--- src/rtl/aes_out_serializer_if.sv ---
// Word stream from the ciphertext serializer towards the bus/DMA side.
//
// Handshake: a word moves on every rising clk edge where out_valid and
// out_ready are both high. Once out_valid is raised it stays high, and
// out_data/out_last stay stable, until that transfer happens. out_ready may
// change freely and the producer never looks at it before raising out_valid.
// out_last marks the fourth word of a 128-bit block.
interface aes_out_serializer_if;
    logic        out_valid;
    logic        out_ready;
    logic [31:0] out_data;
    logic        out_last;

    modport master (
        output out_valid,
        output out_data,
        output out_last,
        input  out_ready
    );

    modport slave (
        input  out_valid,
        input  out_data,
        input  out_last,
        output out_ready
    );
endinterface

--- src/rtl/aes_out_serializer.sv ---
// Ciphertext output serializer.
// Captures a 128-bit block on each rising edge of the cipher's done, keeps
// up to FIFO_DEPTH blocks, and streams every block as four 32-bit words.
// Blocks that arrive while the buffer is full (and no slot frees on the same
// edge) are dropped, counted and flagged.
module aes_out_serializer #(
    parameter int FIFO_DEPTH = 2,
    parameter bit MSW_FIRST  = 1'b1
) (
    input  logic                 clk,
    input  logic                 rst,
    input  logic                 blk_done,
    input  logic [127:0]         blk_data,
    aes_out_serializer_if.master stream,
    output logic                 fifo_full,
    output logic                 overflow,
    output logic [7:0]           drop_cnt
);

    localparam int PW = $clog2(FIFO_DEPTH);
    localparam int CW = PW + 1;
    localparam logic [CW-1:0] DEPTH_C = CW'(FIFO_DEPTH);

    logic [127:0]  mem [FIFO_DEPTH];
    logic [PW-1:0] head;
    logic [PW-1:0] tail;
    logic [CW-1:0] count;
    logic [CW-1:0] count_next;
    logic [1:0]    word_idx;
    logic          done_q;

    logic          capture;
    logic          not_empty;
    logic          xfer;
    logic          pop;
    logic          push;
    logic          drop;

    logic [127:0]  head_blk;
    logic [1:0]    word_sel;
    logic [31:0]   head_word;

    // A capture needs done high now and low on the previous edge; done_q
    // resets high so a done already asserted at reset release is ignored.
    assign capture   = blk_done && !done_q;
    assign not_empty = (count != '0);
    assign xfer      = not_empty && stream.out_ready;
    assign pop       = xfer && (word_idx == 2'd3);
    // A full buffer still accepts a block when the head leaves on the same edge.
    assign push      = capture && (!fifo_full || pop);
    assign drop      = capture && fifo_full && !pop;

    // Previous value of done, for edge detection.
    always_ff @(posedge clk or negedge rst) begin
        if (!rst) begin
            done_q <= 1'b1;
        end else begin
            done_q <= blk_done;
        end
    end

    // Block storage; written at the tail on every accepted capture.
    always_ff @(posedge clk or negedge rst) begin
        if (!rst) begin
            for (int i = 0; i < FIFO_DEPTH; i++) begin
                mem[i] <= '0;
            end
        end else if (push) begin
            mem[tail] <= blk_data;
        end
    end

    // Occupancy after this edge's push and pop.
    always_comb begin
        count_next = count;
        case ({push, pop})
            2'b10:   count_next = count + CW'(1);
            2'b01:   count_next = count - CW'(1);
            default: count_next = count;
        endcase
    end

    // Pointers, occupancy and the registered full flag; pointers wrap
    // naturally because the depth is a power of two.
    always_ff @(posedge clk or negedge rst) begin
        if (!rst) begin
            head      <= '0;
            tail      <= '0;
            count     <= '0;
            fifo_full <= 1'b0;
        end else begin
            if (push) begin
                tail <= tail + PW'(1);
            end
            if (pop) begin
                head <= head + PW'(1);
            end
            count     <= count_next;
            fifo_full <= (count_next == DEPTH_C);
        end
    end

    // Position of the next word inside the head block.
    always_ff @(posedge clk or negedge rst) begin
        if (!rst) begin
            word_idx <= 2'd0;
        end else if (xfer) begin
            word_idx <= word_idx + 2'd1;
        end
    end

    // Sticky drop flag and saturating drop counter.
    always_ff @(posedge clk or negedge rst) begin
        if (!rst) begin
            overflow <= 1'b0;
            drop_cnt <= 8'd0;
        end else if (drop) begin
            overflow <= 1'b1;
            if (drop_cnt != 8'hFF) begin
                drop_cnt <= drop_cnt + 8'd1;
            end
        end
    end

    // Pick the current 32-bit slice of the head block in the chosen order.
    always_comb begin
        head_blk  = mem[head];
        word_sel  = MSW_FIRST ? (2'd3 - word_idx) : word_idx;
        head_word = '0;
        case (word_sel)
            2'd0:    head_word = head_blk[31:0];
            2'd1:    head_word = head_blk[63:32];
            2'd2:    head_word = head_blk[95:64];
            default: head_word = head_blk[127:96];
        endcase
    end

    // Outputs come only from registers, so blk_* never reaches them in the
    // same cycle; data is forced to zero while nothing is buffered.
    assign stream.out_valid = not_empty;
    assign stream.out_data  = not_empty ? head_word : 32'd0;
    assign stream.out_last  = not_empty && (word_idx == 2'd3);

endmodule
--- src/flat_wrapper.sv ---
// flat-port wrapper written by rule: the top's interface ports become plain ports
module aes_out_serializer_flat 
#(
    parameter int FIFO_DEPTH = 2,
    parameter bit MSW_FIRST  = 1'b1
)
  (clk, rst, blk_done, blk_data, fifo_full, overflow, drop_cnt, stream_out_valid, stream_out_data, stream_out_last, stream_out_ready);
  aes_out_serializer_if stream_i ();
  input  logic clk;
  input  logic rst;
  input  logic blk_done;
  input  logic [127:0] blk_data;
  output logic fifo_full;
  output logic overflow;
  output logic [7:0] drop_cnt;
  output wire logic [$bits(stream_i.out_valid)-1:0] stream_out_valid;
  output wire logic [$bits(stream_i.out_data)-1:0] stream_out_data;
  output wire logic [$bits(stream_i.out_last)-1:0] stream_out_last;
  input wire logic [$bits(stream_i.out_ready)-1:0] stream_out_ready;
  assign stream_out_valid = stream_i.out_valid;
  assign stream_out_data = stream_i.out_data;
  assign stream_out_last = stream_i.out_last;
  assign stream_i.out_ready = stream_out_ready;
  aes_out_serializer #(.FIFO_DEPTH(FIFO_DEPTH), .MSW_FIRST(MSW_FIRST)) u_core (.clk(clk), .rst(rst), .blk_done(blk_done), .blk_data(blk_data), .stream(stream_i), .fifo_full(fifo_full), .overflow(overflow), .drop_cnt(drop_cnt));
endmodule
--- config.mk ---
export PLATFORM = sky130hd
export DESIGN_NAME = aes_out_serializer_flat
export DESIGN_NICKNAME = d
export VERILOG_FILES = /design/src/rtl/aes_out_serializer_if.sv /design/src/rtl/aes_out_serializer.sv /design/src/flat_wrapper.sv
export SDC_FILE = /design/constraint.sdc
export NUM_CORES = 1
export LEC_CHECK = 0
export CORE_MARGIN = 5
export CORE_UTILIZATION = 35
export CTS_CLUSTER_SIZE = 30
export DETAILED_ROUTE_END_ITERATION = 6
export DONT_BUFFER_PORTS = 1
export PLACE_DENSITY = 0.55
export REMOVE_ABC_BUFFERS = 1
export SLEW_MARGIN = 20
export SYNTH_ARGS = -nofsm -noshare
export SYNTH_HDL_FRONTEND = slang
export SYNTH_SLANG_ARGS = --single-unit
--- constraint.sdc ---
create_clock -name clk -period 2.6 [get_ports clk]
set_clock_uncertainty 0.1 [all_clocks]
set_input_delay 0.26 -clock clk [delete_from_list [all_inputs] [get_ports clk]]
set_output_delay 0.26 -clock clk [all_outputs]
set_load 0.01 [all_outputs]
# Word level (Yosys, flattened, before mapping)
# Index checks and enable logic that the tools add are counted.
# op_classes
n_addsub,7
mul,0
n_div,0
n_lt_le_gt_ge,3
n_eq_ne,7
n_shift,0
n_mux,9
bitwise_logic,2
n_reduce_logical,15
# op_table
operator,count
128-bit 2-to-1 mux,4
256-bit bitwise mux,1
128-bit demux with 1-bit select,1
32-bit case mux with 3 select lines,1
32-bit 2-to-1 mux,1
"8-bit by 1-bit adder with 8-bit output, second input constant",1
"2-bit == test, second input constant",4
1-bit logical AND,8
"8-bit inequality test, second input constant",1
"2-bit by 1-bit adder with 2-bit output, second input constant",2
"2-bit by 1-bit == test with 1-bit output, second input constant",2
"2-bit greater-or-equal comparator, second input constant",2
1-bit inverter with 2-bit output,2
2-bit case mux with 2 select lines,1
1-bit zero test,3
"1-bit adder, second input constant",2
2-bit zero test,1
"2-bit by 1-bit less-than comparator with 1-bit output, second input constant",1
2-bit AND reduction,1
2-bit nonzero test,1
"2-bit by 1-bit subtractor with 2-bit output, second input constant",1
"2-bit subtractor, first input constant",1
1-bit logical OR,1
# word_totals
regBits,273
latchBits,0
ramBits,0
mem_bits_ro,0
in_bits,132
output_inout_bits,44
memories,0

# Logic depth before layout (Yosys ltp)
# logic_depth
word_depth,8
depth_mapped,10
depth_no_buf,9

# Worst setup path after synthesis
# Ideal clock, no wire load.
# synth_path
path_kind,reg2out
startpoint,reg u_core.word_idx[0]
endpoint,out stream_out_data[10]
arrival_ps,1830
path_slack_ps,410
stages_incl_launch_ff,9
path_buffers,2
path_cell_list,dfrtp_1 -> inv_1 -> ha_1 -> clkbuf_1 -> buf_1 -> a22oi_1 -> a21oi_1 -> a211oi_1 -> a211oi_1
# synth_via
elab_chain_cells,4
# synth_rtl
element,line,text
from (decl),aes_out_serializer.sv:29,logic [1:0] word_idx;
from (signal assigned),aes_out_serializer.sv:108,word_idx <= word_idx + 2'd1;
2-bit subtractor (*),aes_out_serializer.sv:128,word_sel = MSW_FIRST ? (2'd3 - word_idx) : word_idx;
named net u_core.word_sel[0],aes_out_serializer.sv:40,logic [1:0] word_sel;
"2-bit == test, or another cell as far along",aes_out_serializer.sv:130,case (word_sel)
32-bit case mux with 3 select lines (*),aes_out_serializer.sv:130,
32-bit 2-to-1 mux (*),aes_out_serializer.sv:141,assign stream.out_data = not_empty ? head_word : 32'd0;
to (decl),flat_wrapper.sv:17,output wire logic [$bits(stream_i.out_data)-1:0] stream_out_data;
# Mark *: on every way through the listed nets, which the timed path passes. The rest lies on a longest branch.

# Final worst setup path
# layout_path
startpoint,reg u_core.word_idx[0]
endpoint,out stream_out_data[6]
# layout_via
elab_chain_cells,4
# layout_rtl
element,line
2-bit subtractor (*),aes_out_serializer.sv:128
"2-bit == test, or another cell as far along",aes_out_serializer.sv:130
32-bit case mux with 3 select lines (*),aes_out_serializer.sv:130
32-bit 2-to-1 mux (*),aes_out_serializer.sv:141
# Mark *: on every way between the ends. The rest lies on a longest branch, timed or not.

==> run_results.csv <==
group,metric,value,unit
status,outcome,"finished, violations left",
status,violations,"hold timing, setup timing",
critical_path,cp_data_arrival_time,2.30,ns
logic_synthesis,synth_cell_type_count,34,
timing,max_freq,375.3,MHz
logic_synthesis,post_synth_inst_count,879,
placement,dp_cells,1379,
timing,final.period_utilization,102.5,%
timing,tightest_slew,0.5495,ns
final_layout,syn_to_final_growth,28.81,%
detailed_routing,vias,7935,
detailed_routing,drt_pass1_iterations,6,
timing,hold_viol,273,
die,fp.dieH,204.2,um
clock_network,ctsRootBufferMaster,"clkbuf_16",
power_and_ir_drop,leakage,7.199,nW
die,pin_count,176,
clock_network,clk_pin_slew_worst_paths,0.05,ns
placement,hpwl,19.03,mm
timing,fin_tns_setup,-0.4800,ns
detailed_routing,ant_nets,0,
global_route,grt_overflow,0,
placement,place_congestion,0.7345,
power_and_ir_drop,p_per_area,1345,nW/um^2
timing,timing.hold.ws,-0.6661,ns
placement,io_buffers,0,
global_route,grt_pass1_wl,52.16,mm
timing,layout_setup_ws,-0.06471,ns
die,start_util,35.21,%
final_layout,fin_cells,1577,
detailed_routing,drcViolationCount,0,
detailed_routing,drt_iter0_markers,324,
final_layout,final_layout_size_suffix_gt1_share,45.30,%
detailed_routing,vias_per_cell,5.032,
logic_synthesis,avgSynthCellArea,15.02,sq um
critical_path,critPathKind,"reg -> out",
logic_synthesis,syn_area,13200,sq um
power_and_ir_drop,peakVddDrop,0.6786,mV
clock_network,cts_tree,"yes",
global_route,grt_use_total,15.69,%
die,rows,71,
final_layout,finalNetCount,1178,
detailed_routing,wirelength,32.63,mm
global_route,grt_max_degree,274,
timing,drv_slew,0,
timing,finalSetupViolCount,13,
global_route,antenna_found_initial,3,
clock_network,worstSkewPairLatency,0.52,ns
logic_synthesis,seq_area_frac_synth,51.77,%
clock_network,holdBufCountCts,130,
clock_network,cts_buffers,34,
die,die_w,204.2,um
clock_network,cts_buffer_depth,3,
worst_hold_path,hold_class,"in -> async",
critical_path,worstSetupStartpointType,"register",
clock_network,htreeDepth,2,
global_route,grt_pass1_vias,8769,
timing,rsz0062_at_grt,"true",
die,dieArea,41700,sq um
critical_path,path_max_fanout,21,
clock_network,cts.sinks,273,
timing,min_period,2.665,ns
detailed_routing,wl_per_cell,20.69,um
critical_path,end_kind,"output port",
power_and_ir_drop,finalPower,22.87,mW
logic_synthesis,synth_seq_cells,273,
timing,slew_headroom,63.09,%
critical_path,worstPathRequired,2.24,ns
die,core-area,37490,sq um
run,cap_violations,0,
logic_synthesis,yosys_warnings,0,
kinds of logic after synthesis:
group	after synthesis	share of synthesized area [%]
simple gates	25	1.024
compound gates	165	9.138
flops	273	51.77
mux	323	32.94
xor+xnor	11	0.7299
fa+ha+maj	6	0.5688
buf+inv	76	3.830
worst max-delay path: stages (launching register included):
cell	delay, ns
dfrtp_1	0.42
buf_6	0.14
ha_4	0.19
buf_12	0.18
a221oi_1	0.28
a21oi_1	0.09
a211oi_2	0.23
a211oi_2	0.08
buf_4	0.16
where the power goes:
group          internal [mW]  switching, mW
sequential              6.40           1.37
combinational           5.99           4.46
clock                   2.84           1.81
total                   15.2           7.64
synthesized netlist by cell type:
cell | n | area (sq um)
nand4_1 | 1 | 6.260
nor2_1 | 3 | 11.26
mux2_1 | 14 | 157.7
mux2i_1 | 32 | 320.3
xnor2_1 | 5 | 43.79
dfstp_2 | 1 | 26.28
nor4_1 | 2 | 12.51
nor2b_1 | 2 | 12.51
nand3_1 | 3 | 15.01
nand2_1 | 4 | 15.01
nor3_1 | 3 | 15.01
buf_1 | 9 | 33.78
inv_1 | 5 | 18.77
ha_1 | 6 | 75.07
nor3b_1 | 1 | 7.510
o21ai_4 | 1 | 16.27
nor4b_1 | 1 | 8.760
clkbuf_1 | 25 | 93.84
nor2_2 | 2 | 12.51
a211oi_1 | 64 | 480.5
a22oi_1 | 32 | 240.2
a21oi_1 | 34 | 170.2
nand2b_1 | 2 | 12.51
buf_2 | 8 | 40.04
dfrtp_1 | 272 | 6807
o211ai_2 | 1 | 12.51
a31oi_1 | 1 | 6.260
mux2_4 | 200 | 3003
and2_1 | 1 | 6.260
mux2_2 | 77 | 867.1
inv_2 | 1 | 3.750
buf_6 | 28 | 315.3
a221oi_1 | 32 | 280.3
xor2_1 | 6 | 52.55
cell type report:
cell class                      count  area [sq um]
Antenna cell                        2         5.005
Clock buffer                       49         988.4
Clock inverter                     11         111.4
Fill cell                        3357         20490
Inverter                            6         22.52
Multi-Input combinational cell    530          6320
Sequential cell                   273          6838
Tap cell                          511         639.4
Timing Repair Buffer              195          2077
registers in the layout (all words and copies together) (netlist names):
signal,count
u_core.mem,256
u_core.drop_cnt,8
u_core.count,2
u_core.word_idx,2
u_core.done_q,1
u_core.fifo_full,1
u_core.head,1
u_core.overflow,1
u_core.tail,1
metrics by stage:
stage | utilization, % | setup WS [ns] | cell area (sq um)
global route | 45.34 | -0.1956 | 17000
detailed placement | 37.52 | 0.2888 | 14060
CTS | 44.85 | -0.1313 | 16810
global placement | 37.52 | 0.3445 | 14060
floorplan | - | -4.602 | 12720
finish | 45.35 | -0.06471 | 17000
repair_timing:
| item | in CTS | in global routing |
|---|---|---|
| endpoints found under the hold margin | 533 | 273 |
| cloned | 2 | 0 |
| endpoints found under the setup margin | 32 | 32 |
| setup buffers | 4 | 0 |
| pin swaps | 27 | 8 |
| resized for setup | 49 | 35 |
cell usage in the layout, fill, tap and decap left out, drive strengths merged, types with 32 or more instances in the layout:
master,synthesis,routed
mux2,291,291
dfrtp,272,272
dlygate4sd3,0,130
buf,45,65
a211oi,64,64
clkbuf,25,49
a21oi,34,34
mux2i,32,32
a22oi,32,32
a221oi,32,32
per-layer routing:
metal	vias to the layer above	share of wire, %	global-route usage (%)
li1	3635	-	-
met1	4101	49	22.37
met2	154	45	24.14
met3	43	4.6	3.554
met4	2	1.8	4.451
met5	-	0.034	0
final timing paths:
check | startpoint | to | slack [ns] | cells after the start
setup reg to reg | u_core.word_idx[0] | u_core.mem[73] | 0.22 | 9
min in group clk | blk_done | u_core.tail | 0.04 | 3
setup / recovery | u_core.word_idx[0] | stream_out_data[6] | -0.06 | 8
max in group asynchronous | rst | u_core.mem[106] | 2.61 | 0
hold / removal | rst | u_core.mem[245] | -0.67 | 0
hold reg to reg | u_core.mem[60] | u_core.mem[60] | 0.39 | 1
Note: power is estimated with default switching activity, not from simulation.
